`src/rtl/comm_arbiter.sv`:
```
// comm_arbiter: round-robin sharing of one UART command transmitter among
// NUM_REQ requesters. The winner's command is latched, a single send_cmd pulse
// starts the transmitter, and the requester is acked on the 0->1 edge of
// cmd_sent or by the watchdog if that edge never arrives.
//
// Handshakes (both sides are pulse/level, not valid/ready streams):
//   requester side  : req[i] is a level meaning "command pending" and req_cmd
//                     lane i must stay stable while it is high; ack[i] is a
//                     one-cycle pulse closing that transfer (completed or
//                     aborted, the latter flagged by timeout in the same cycle).
//                     req is only looked at while the arbiter is idle.
//   transmitter side: send_cmd is a one-cycle start pulse with cmd valid from
//                     grant until the next grant; completion is the rising
//                     edge of cmd_sent seen while waiting, never its level.
module comm_arbiter #(
    parameter int NUM_REQ        = 4,
    parameter int TIMEOUT_CYCLES = 100000,
    localparam int IDW           = (NUM_REQ > 1) ? $clog2(NUM_REQ) : 1,
    localparam int WDW           = $clog2(TIMEOUT_CYCLES)
) (
    input  logic                  clk,
    input  logic                  rst,
    input  logic [NUM_REQ-1:0]    req,
    input  logic [16*NUM_REQ-1:0] req_cmd,
    output logic [NUM_REQ-1:0]    ack,
    output logic                  timeout,
    output logic                  busy,
    output logic [IDW-1:0]        gnt_id,
    output logic [15:0]           cmd,
    output logic                  send_cmd,
    input  logic                  cmd_sent,
    output logic [1:0]            state_dbg
);

    typedef enum logic [1:0] {
        IDLE  = 2'd0,
        ISSUE = 2'd1,
        WAIT  = 2'd2,
        ACK   = 2'd3
    } state_t;

    localparam int            SW      = IDW + 1;
    localparam logic [WDW-1:0] WD_LAST = WDW'(TIMEOUT_CYCLES - 1);

    state_t               state, state_n;
    logic [IDW-1:0]       ptr, ptr_n;
    logic [IDW-1:0]       gnt_n;
    logic [15:0]          cmd_n;
    logic                 send_n;
    logic [NUM_REQ-1:0]   ack_n;
    logic                 to_n;
    logic [WDW-1:0]       wd, wd_n;
    logic                 cmd_sent_q;
    logic                 rise;
    logic                 found;
    logic [IDW-1:0]       win;
    logic [SW-1:0]        sum;
    logic [IDW-1:0]       cand;

    assign rise      = cmd_sent & ~cmd_sent_q;
    assign busy      = (state != IDLE);
    assign state_dbg = state;

    // Round-robin search: first pending requester starting at ptr, wrapping.
    always_comb begin
        found = 1'b0;
        win   = '0;
        sum   = '0;
        cand  = '0;
        for (int k = 0; k < NUM_REQ; k++) begin
            sum = {1'b0, ptr} + SW'(k);
            if (sum >= SW'(NUM_REQ)) begin
                sum = sum - SW'(NUM_REQ);
            end
            cand = sum[IDW-1:0];
            if (!found && req[cand]) begin
                found = 1'b1;
                win   = cand;
            end
        end
    end

    // Next-state and next registered-output values for the transfer FSM.
    always_comb begin
        state_n = state;
        ptr_n   = ptr;
        cmd_n   = cmd;
        gnt_n   = gnt_id;
        send_n  = 1'b0;
        ack_n   = '0;
        to_n    = 1'b0;
        wd_n    = wd;
        case (state)
            IDLE: begin
                if (found) begin
                    cmd_n   = req_cmd[16*int'(win) +: 16];
                    gnt_n   = win;
                    send_n  = 1'b1;
                    ptr_n   = (win == IDW'(NUM_REQ - 1)) ? '0 : win + 1'b1;
                    state_n = ISSUE;
                end
            end
            ISSUE: begin
                wd_n    = '0;
                state_n = WAIT;
            end
            WAIT: begin
                // A completion edge beats a simultaneous watchdog expiry.
                if (rise) begin
                    ack_n[gnt_id] = 1'b1;
                    state_n       = ACK;
                end else if (wd == WD_LAST) begin
                    ack_n[gnt_id] = 1'b1;
                    to_n          = 1'b1;
                    state_n       = ACK;
                end else if (wd != '1) begin
                    wd_n = wd + 1'b1;
                end
            end
            ACK: begin
                state_n = IDLE;
            end
            default: begin
                state_n = IDLE;
            end
        endcase
    end

    // State, pointer, watchdog and all registered outputs.
    always_ff @(posedge clk or posedge rst) begin
        if (rst) begin
            state      <= IDLE;
            ptr        <= '0;
            cmd        <= '0;
            gnt_id     <= '0;
            send_cmd   <= 1'b0;
            ack        <= '0;
            timeout    <= 1'b0;
            wd         <= '0;
            cmd_sent_q <= 1'b0;
        end else begin
            state      <= state_n;
            ptr        <= ptr_n;
            cmd        <= cmd_n;
            gnt_id     <= gnt_n;
            send_cmd   <= send_n;
            ack        <= ack_n;
            timeout    <= to_n;
            wd         <= wd_n;
            cmd_sent_q <= cmd_sent;
        end
    end

endmodule
```
`config.mk`:
```
export PLATFORM = sky130hd
export DESIGN_NAME = comm_arbiter
export DESIGN_NICKNAME = d
export VERILOG_FILES = /design/src/rtl/comm_arbiter.sv
export SDC_FILE = /design/constraint.sdc
export NUM_CORES = 1
export LEC_CHECK = 0
export CAP_MARGIN = 20
export CORE_MARGIN = 1.5
export CORE_UTILIZATION = 40
export CTS_CLUSTER_DIAMETER = 150
export DETAILED_ROUTE_END_ITERATION = 8
export PLACE_DENSITY = 0.7
export SLEW_MARGIN = 0
export SYNTH_ARGS = -nofsm -noshare
export SYNTH_HDL_FRONTEND = slang
export SYNTH_SLANG_ARGS = --single-unit
```
`constraint.sdc`:
```
create_clock -name clk -period 3.7 [get_ports clk]
set_input_delay 0.74 -clock clk [delete_from_list [all_inputs] [get_ports clk]]
set_output_delay 0.74 -clock clk [all_outputs]
set_load 0.02 [all_outputs]
```
==> flow_summary.json <==
{
  "yosys_warnings": 0,
  "grt_pass1_wl_mm": 11.0,
  "multi_input_area_um2": 1420,
  "synth_fp_nets": 332,
  "cts_tree": "done",
  "report.power.total_uw": 2370,
  "maxSlewViolCount": 0,
  "hpwl_mm": 5.08,
  "p_per_area_nw_per_um2": 626,
  "cp_data_required_time_ns": 3.83,
  "grt_pass1_vias": 2354,
  "postRouteWirelength_mm": 6.58,
  "wl_per_cell_um": 15.3,
  "cp-start-kind": "primary input",
  "die_h_um": 85.1,
  "max_stage_delay_ns": 0.54,
  "cp_num_buf_inv": 2,
  "rsz0062_at_grt": "false",
  "clockPowerShare": 0.132,
  "synth_area_um2": 2700,
  "cts.repair_timing.setup_buffer_count": 0,
  "avgSynthCellArea_um2": 10.6,
  "fmax_mhz": 365,
  "cts.path.max_buffers": 2,
  "setup_violations": 0,
  "synth_area_leader_cell": "dfrtp_1",
  "critical_path_class": "in2reg",
  "fillers": 547,
  "status": "finished with violations",
  "ff2ff_setup_slack_ns": 1.05,
  "synth_cell_types": 54,
  "design.die.area_um2": 7250,
  "regArea_um2": 1150,
  "gp_congestion": 0.872,
  "io_buffers": 97,
  "row_count": 29,
  "numCtsBuffers": 5,
  "htree_levels": 2,
  "fin_hold_ws_ns": 0.507,
  "max_cap_violations": 0,
  "critPathCaptureType": "register",
  "layout.nets": 428,
  "r2r_cells": 9,
  "internal-power_uw": 1430,
  "crit_path_top_delay_cell": "clkdlybuf4s50_1",
  "via_per_inst": 5.49,
  "antenna_found_initial": 0,
  "swShare": 0.396,
  "antenna_left": 0,
  "rr_startpoint": "wd[0]",
  "p_comb_frac": 0.540,
  "crit_end": "cmd[3]",
  "path_max_fanout": 16,
  "drive_above_1_share": 0.0824,
  "synth_edf_count": 0,
  "min_path_type": "reg2reg",
  "die_w_um": 85.1,
  "tns_ns": 0,
  "initial_core_util": 0.420,
  "ys.flop_type": "dfrtp_1",
  "leakagePower_uw": 0.00165,
  "grt_max_degree": 47,
  "ctsResizeCount": 0,
  "remaining_drc_errors": 1,
  "cp.depth": 7,
  "worstSkewPairLatency_ns": 0.29,
  "async_flop_share": 1.00,
  "grt-ovfl-total": 0,
  "path_cells": "clkdlybuf4s50_1 > nor2b_1 > nor4_4 > nor2_4 > buf_12 > mux2i_1 > o221ai_1",
  "slew_headroom": 0.366,
  "min_period_over_period": 0.741,
  "hold_violations": 0,
  "cts.sinks": 46,
  "pwr-share-seq": 0.328,
  "n_antenna_cell": 0,
  "cp-startpoint": "req[0]",
  "fin_ws_ns": 0.959,
  "synth_common_cells": "dfrtp_1 (46), nand2_1 (29), mux2i_1 (23)",
  "io_pins": 98,
  "post-route-util": 0.590,
  "path_clk_slew_ns": 0.09,
  "crit_family": "simple AND/OR/NAND/NOR gates",
  "violations": "design-rule violations",
  "hold_buffers": 0,
  "layout_min_cycle_time_ns": 2.74,
  "reg2reg_to": "wd[15]",
  "synthCells": 255,
  "post-synth-top-count-cell": "dfrtp_1",
  "yosysTopAreaCellShare": 0.427,
  "ys_seq_elements": 46,
  "arrival_ns": 2.87,
  "worstMarginPinSlew_ns": 0.950,
  "yosysSeqAreaShare": 0.427,
  "vdd_drop_max_v": 0.000304,
  "core_area_um2": 6420,
  "vias": 2354,
  "power.switching_uw": 940,
  "syn2layout_area_growth_pct": 40.4,
  "firstDrtPassIters": 6,
  "dp_slack_ns": 0.633,
  "cts_root_buffer": "clkbuf_8",
  "synth_area_leaders": "dfrtp_1 (43%), mux2i_1 (8.5%), nand2_1 (4.0%), nand3_1 (3.3%), mux2_4 (3.3%)",
  "grt_usage": 0.190,
  "fin_worst_skew_ns": 0.00797,
  "drt_iter0_markers": 90
}
## registers in the layout, indices dropped and copies added (netlist names)
signal / cells
wd: 17
cmd: 16
ack: 4
gnt_id: 2
ptr: 2
state_dbg: 2
cmd_sent_q: 1
send_cmd: 1
timeout: 1
## metal layers
metal  share of wire  vias to the layer above  global-route usage
li1                -                     1143                   -
met2            0.50                       77               0.323
met4           0.011                        0              0.0522
met1            0.43                     1128               0.238
met3           0.064                        6              0.0516
met5               0                        -                   0
## tightest hold or removal path: cells and delay by family (launching register included)
family,cells,cell delay [ns]
compound gates,1,0.06
flops,1,0.36
simple gates,1,0.06
## layout make-up
type,instances,share of cell area
Timing Repair Buffer,99,0.264
Inverter,7,0.00694
Clock buffer,6,0.0218
Sequential cell,46,0.304
Tap cell,77,0.0254
Clock inverter,2,0.00330
Multi-Input combinational cell,192,0.375
## cell families (layout without fill, tap and decap cells)
group / Yosys count / in the layout / synth area share
compound gates: 48 / 48 / 0.139
xor+xnor: 7 / 7 / 0.0227
fa+ha+maj: 6 / 6 / 0.0278
buf+inv: 17 / 114 / 0.0468
flops: 46 / 46 / 0.427
mux: 30 / 30 / 0.123
simple gates: 101 / 101 / 0.215
## layout by cell type, fill, tap and decap left out, types with 2 or more instances in the layout
| master | netlist | final |
|---|---|---|
| o21ai_0 | 9 | 9 |
| and2_1 | 2 | 2 |
| nand2b_1 | 2 | 2 |
| o31ai_1 | 2 | 2 |
| ha_1 | 6 | 6 |
| and3_1 | 3 | 3 |
| o211ai_1 | 4 | 4 |
| nor3_1 | 2 | 2 |
| nand2_1 | 29 | 29 |
| o21ai_1 | 4 | 4 |
| nand3_1 | 18 | 18 |
| nand3b_1 | 6 | 6 |
| nand2b_2 | 2 | 2 |
| nand4_1 | 5 | 5 |
| clkbuf_8 | 0 | 6 |
| nor3b_1 | 3 | 3 |
| nor2b_1 | 3 | 3 |
| nor4_1 | 4 | 4 |
| or4_1 | 2 | 2 |
| mux2i_1 | 23 | 23 |
| inv_1 | 5 | 4 |
| nor2_4 | 2 | 2 |
| o221a_1 | 6 | 6 |
| o21a_1 | 2 | 2 |
| inv_2 | 2 | 3 |
| clkdlybuf4s50_1 | 0 | 97 |
| nor2_1 | 10 | 10 |
| xor2_1 | 6 | 6 |
| dfrtp_1 | 46 | 46 |
| a21o_1 | 2 | 2 |
| mux2_4 | 6 | 6 |
| o221ai_1 | 10 | 10 |
## how the worst min path moves through the flow
stage / start / to / slack (ns) / cells after the start
after global placement: cmd[13] / cmd[13] / 0.47 / 2
after CTS: cmd[13] / cmd[13] / 0.51 / 2
final: cmd[0] / cmd[0] / 0.51 / 2
after detailed placement: cmd[11] / cmd[11] / 0.48 / 2
after global routing: cmd[0] / cmd[0] / 0.54 / 2
after floorplan: wd[3] / wd[3] / 0.46 / 1
## stage by stage
step / instances / instance area (µm²)
finish: 429 / 3790
global route: 429 / 3790
CTS: 429 / 3790
detailed placement: 421 / 3690
global placement: 421 / 3690
floorplan: 255 / 2700
## power groups by stage
stage               Combinational [µW]  Sequential [µW]  Clock (µW)
floorplan                          752              895           0
global placement                  1270              786           0
detailed placement                1290              784           0
CTS                               1290              779         323
global route                      1400              805         342
finish                            1280              779         313
Power figures use the tool's default switching activity.
